==> src/rtl/mem_dump_pkg.sv <==
// Shared types and constants for the memory-dump engine.
package mem_dump_pkg;

  localparam int unsigned BYTES_PER_WORD = 4;
  localparam int unsigned BYTE_IDX_W     = 2;

  typedef enum logic [2:0] {
    IDLE   = 3'd0,
    READ   = 3'd1,
    LATCH  = 3'd2,
    SEND   = 3'd3,
    GAP    = 3'd4,
    NEXT   = 3'd5,
    FINISH = 3'd6
  } state_e;

endpackage

==> src/rtl/mem_dump.sv <==
// Streams a block of 32-bit memory words out through a byte UART transmitter,
// least-significant byte first, one word per 11 cycles when the transmitter is always ready.
module mem_dump
  import mem_dump_pkg::*;
#(
  parameter int unsigned ADDR_W = 32,
  parameter int unsigned CNT_W  = 16
) (
  input  logic              clk,
  input  logic              reset,
  input  logic              start,
  input  logic [ADDR_W-1:0] base_addr,
  input  logic [CNT_W-1:0]  word_count,
  output logic [ADDR_W-1:0] mem_addr,
  output logic              mem_rd,
  input  logic [31:0]       mem_dout,
  output logic              tx_wr,
  output logic [7:0]        tx_din,
  input  logic              tx_ready,
  output logic              busy,
  output logic              done
);

  state_e                r_state;
  state_e                w_state_next;
  logic [ADDR_W-1:0]     r_base;
  logic [CNT_W-1:0]      r_cnt;
  logic [CNT_W-1:0]      r_idx;
  logic [CNT_W-1:0]      w_idx_inc;
  logic [BYTE_IDX_W-1:0] r_byte;
  logic [31:0]           r_shift;
  logic                  r_busy;
  logic                  r_done;
  logic                  w_accept;

  // Index is compared after increment but before it can wrap, so a full-range count terminates.
  assign w_idx_inc = r_idx + CNT_W'(1);
  assign mem_addr  = r_base + ADDR_W'({r_idx, 2'b00});
  assign tx_din    = r_shift[7:0];
  assign busy      = r_busy;
  assign done      = r_done;

  // State register.
  always_ff @(posedge clk) begin
    if (reset) begin
      r_state <= IDLE;
    end else begin
      r_state <= w_state_next;
    end
  end

  // Next-state decode and strobe outputs.
  always_comb begin
    w_state_next = r_state;
    mem_rd       = 1'b0;
    tx_wr        = 1'b0;
    w_accept     = 1'b0;
    case (r_state)
      IDLE: begin
        if (start) begin
          w_accept     = 1'b1;
          w_state_next = (word_count == '0) ? FINISH : READ;
        end
      end
      READ: begin
        mem_rd       = 1'b1;
        w_state_next = LATCH;
      end
      LATCH: w_state_next = SEND;
      SEND: begin
        if (tx_ready) begin
          tx_wr        = 1'b1;
          w_state_next = GAP;
        end
      end
      GAP: begin
        w_state_next = (r_byte == BYTE_IDX_W'(BYTES_PER_WORD - 1)) ? NEXT : SEND;
      end
      NEXT:    w_state_next = (w_idx_inc == r_cnt) ? FINISH : READ;
      FINISH:  w_state_next = IDLE;
      default: w_state_next = IDLE;
    endcase
    // No strobes may escape during the reset cycle itself.
    if (reset) begin
      mem_rd = 1'b0;
      tx_wr  = 1'b0;
    end
  end

  // Datapath: latched parameters, word/byte indices, byte shifter, busy/done flags.
  always_ff @(posedge clk) begin
    if (reset) begin
      r_base  <= '0;
      r_cnt   <= '0;
      r_idx   <= '0;
      r_byte  <= '0;
      r_shift <= '0;
      r_busy  <= 1'b0;
      r_done  <= 1'b0;
    end else begin
      r_done <= (r_state == FINISH);
      if (w_accept) begin
        r_base <= base_addr;
        r_cnt  <= word_count;
        r_idx  <= '0;
        r_byte <= '0;
        r_busy <= 1'b1;
      end
      if (r_state == LATCH) begin
        r_shift <= mem_dout;
      end
      if (r_state == GAP) begin
        r_shift <= r_shift >> 8;
        r_byte  <= r_byte + BYTE_IDX_W'(1);
      end
      if (r_state == NEXT) begin
        r_idx <= w_idx_inc;
      end
      // busy falls in the same cycle that done rises.
      if (r_state == FINISH) begin
        r_busy <= 1'b0;
      end
    end
  end

endmodule

==> config.mk <==
export PLATFORM = sky130hd
export DESIGN_NAME = mem_dump
export DESIGN_NICKNAME = d
export VERILOG_FILES = /design/src/rtl/mem_dump_pkg.sv /design/src/rtl/mem_dump.sv
export SDC_FILE = /design/constraint.sdc
export NUM_CORES = 1
export LEC_CHECK = 0
export CAP_MARGIN = 40
export CORE_MARGIN = 1
export CORE_UTILIZATION = 51
export DETAILED_ROUTE_END_ITERATION = 8
export MAX_ROUTING_LAYER = met4
export PLACE_DENSITY = 0.81
export SKIP_CTS_REPAIR_TIMING = 1
export SLEW_MARGIN = 10
export SYNTH_ARGS = -nofsm -noshare
export SYNTH_HDL_FRONTEND = slang
export SYNTH_SLANG_ARGS = --single-unit
==> constraint.sdc <==
create_clock -name clk -period 2.8 [get_ports clk]
set_input_delay 0.28 -clock clk [delete_from_list [all_inputs] [get_ports clk]]
set_output_delay 0.28 -clock clk [all_outputs]
set_load 0.01 [all_outputs]
==> impl_metrics.env <==
export IMPL_outcome="finished, violations left"
export IMPL_violations="negative setup slack"
export IMPL_internal_power_mw=3.21
export IMPL_fillCellCount=874
export IMPL_ys_flop_type="dfxtp_1"
export IMPL_layout_commonest_cell="nand2_1"
export IMPL_p_switching_mw=1.90
export IMPL_cts_tree="yes"
export IMPL_die_w_um=108
export IMPL_wire_per_inst_um=15.2
export IMPL_fmax_mhz=335
export IMPL_p_per_area_nw_per_um2=660
export IMPL_globalRoute_totalOverflow=0
export IMPL_mostFrequentLayoutCells="198 x nand2_1, 101 x clkdlybuf4s50_1, 94 x dfxtp_1, 86 x a21oi_1, 66 x nor2_1"
export IMPL_endpoint_kind="primary output"
export IMPL_place_area_um2=7290
export IMPL_slew_viol_final=0
export IMPL_required_ps=2520
export IMPL_grt_usage_pct=27.5
export IMPL_yosysUniqueCellTypes=60
export IMPL_layout_area_overhead_vs_synth_pct=34.0
export IMPL_share_seq_of_total_power_pct=39.8
export IMPL_final_nets=1012
export IMPL_p_comb_share_pct=35.6
export IMPL_first_pass_iters=6
export IMPL_setup_viol=13
export IMPL_fin_util_pct=70.8
export IMPL_gp_congestion=0.933
export IMPL_die_h_um=108
export IMPL_finalCriticalPeriod_ps=2980
export IMPL_yosysSeqAreaShare_pct=35.7
export IMPL_grt_setup_unrepaired="true"
export IMPL_p_leak_nw=3.23
export IMPL_cts_buffers=9
export IMPL_maxCapViolations=0
export IMPL_clk_latency_ps=360
export IMPL_dieArea_um2=11800
export IMPL_worstSetupPathType="flip-flop to primary output"
export IMPL_regArea_um2=2070
export IMPL_grt_max_degree=61
export IMPL_drive_gt1_share_pct=15.0
export IMPL_synth_area_um2=5780
export IMPL_synthCells=784
export IMPL_place_inst=1032
export IMPL_stdcell_count=1054
export IMPL_diodes=0
export IMPL_critical_path_arrival_ps=2700
export IMPL_crit_fanout=3
export IMPL_num_vias=5931
export IMPL_grt_pass1_wl_mm=25.2
export IMPL_design_area_um2=7750
export IMPL_clockPowerShare_pct=24.6
export IMPL_antenna_found_initial=0
export IMPL_switching_share_pct=37.2
export IMPL_critPathLaunchType="flip-flop"
export IMPL_dp_hpwl_mm=11.0
export IMPL_grt_pass1_vias=5594
export IMPL_slew_headroom_pct=62.1
export IMPL_clk_path_buf_depth=2
export IMPL_route_detailed_drc=0
export IMPL_hold_violations=0
export IMPL_hold_path_class="input port to flip-flop"
export IMPL_num_io_pins=128
export IMPL_period_share_pct=107
export IMPL_initial_core_util_pct=52.9
export IMPL_synth_avg_cell_area_um2=7.37
export IMPL_synth_edf_count=0
export IMPL_routed_wl_mm=16.0
export IMPL_port_buffers=127
export IMPL_multi_input_area_um2=3550
export IMPL_via_per_inst=5.63
export IMPL_synth_nets=887
export IMPL_async_flop_share_pct=0
export IMPL_worst_pin_slew_ps=568
export IMPL_clock_sinks=103
export IMPL_ant_nets=0
export IMPL_clk_pin_slew_ps=80
export IMPL_rows=38
export IMPL_worst_slack_ps=-185
export IMPL_vdd_ir_drop_max_mv=0.478
export IMPL_drt_iter0_markers=553
export IMPL_root_buffer="clkbuf_16"
export IMPL_core_area_um2=10900
export IMPL_yosys_warnings=0
export IMPL_fin_skew_ps=8.91
export IMPL_cts_max_level=3
export IMPL_synth_seq_cells=103
==> registers in the layout (all words and copies together) (netlist names) <==
signal   cells
r_base      32
r_shift     32
r_cnt       16
r_idx       16
r_state      3
r_byte       2
busy         1
done         1
==> per-stage QoR <==
step / power (mW) / TNS (ps) / hold WS [ps] / worst slack [ps]
floorplan: 3.20 / 0 / 416 / 294
global placement: 3.80 / -1590 / 442 / -237
detailed placement: 3.88 / -2710 / 449 / -350
CTS: 5.14 / -11520 / 253 / -770
global route: 5.43 / -2790 / 282 / -305
finish: 5.12 / -873 / 257 / -185
==> Yosys cell counts, types with 3 or more instances <==
| master | count | share of area, % |
|---|---|---|
| o2111ai_1 | 3 | 0.45 |
| xnor2_1 | 28 | 4.2 |
| and2_1 | 5 | 0.54 |
| clkbuf_1 | 44 | 2.9 |
| a311oi_1 | 26 | 3.9 |
| buf_4 | 10 | 1.3 |
| nand3_1 | 15 | 1.3 |
| inv_1 | 10 | 0.65 |
| buf_2 | 5 | 0.43 |
| or2_2 | 3 | 0.32 |
| a21o_1 | 10 | 1.3 |
| a21oi_1 | 88 | 7.6 |
| ha_1 | 18 | 3.9 |
| nor3_1 | 16 | 1.4 |
| nand2_1 | 198 | 13 |
| nor4_1 | 8 | 0.87 |
| nand4_1 | 12 | 1.3 |
| o21a_1 | 4 | 0.52 |
| a22oi_1 | 3 | 0.39 |
| dfxtp_1 | 103 | 36 |
| xor2_1 | 19 | 2.9 |
| and3_1 | 6 | 0.65 |
| nor2b_1 | 5 | 0.54 |
| a31oi_1 | 5 | 0.54 |
| buf_1 | 5 | 0.32 |
| a21boi_0 | 3 | 0.39 |
| nand2b_1 | 6 | 0.65 |
| o21ai_0 | 17 | 1.5 |
| nor2_1 | 70 | 4.5 |
==> area by class of cell <==
class	count	area share, %
well taps	140	2.26
inverters	10	0.484
flip-flops and latches	103	26.8
multi-input cells	605	45.8
repair buffers	180	20.9
clock buffers	9	2.91
clock inverters	7	0.921
==> power by group through the flow <==
stage	combinational [mW]	clock, mW	sequential (mW)
2_1_floorplan	1.25	0	1.95
3_3_place_gp	1.77	0	2.03
3_5_place_dp	1.83	0	2.05
4_1_cts	1.85	1.28	2.02
5_1_grt	2.01	1.34	2.07
6_report	1.82	1.26	2.04
==> worst max-delay path: stages (launching register included) <==
cell and delay [ps]:
dfxtp_2 340, ha_4 160, inv_2 50, fa_2 210
nor2b_2 50, o31a_1 350, o221ai_2 220, a21boi_4 250
buf_4 130, o21bai_1 70, a21oi_1 240, xnor2_1 150
buf_2 150
==> cell families (layout without fill, tap and decap cells) <==
family / Yosys count / count (layout) / synth area share (%)
simple gates: 363 / 363 / 28.0
compound gates: 175 / 175 / 18.9
flops: 103 / 103 / 35.7
buf+inv: 76 / 206 / 5.95
xor+xnor: 47 / 47 / 7.12
fa+ha+maj: 19 / 19 / 4.24
mux: 1 / 1 / 0.173
==> per-layer routing <==
metal	GRT usage (%)	routed length, µm
met1	34.4	7140
met2	45.2	7680
met3	3.25	795
met4	10.6	397
met5	-	0
==> path summary, 6_finish.rpt <==
path | start | to | slack (ps) | cells after the start
hold reg to reg | r_base[0] | r_base[0] | 460 | 2
hold / removal | reset | done | 260 | 3
setup reg to reg | r_idx[0] | r_state[0] | 310 | 9
setup / recovery | r_base[2] | mem_addr[18] | -180 | 12
Note: power is estimated with default switching activity, not from simulation.
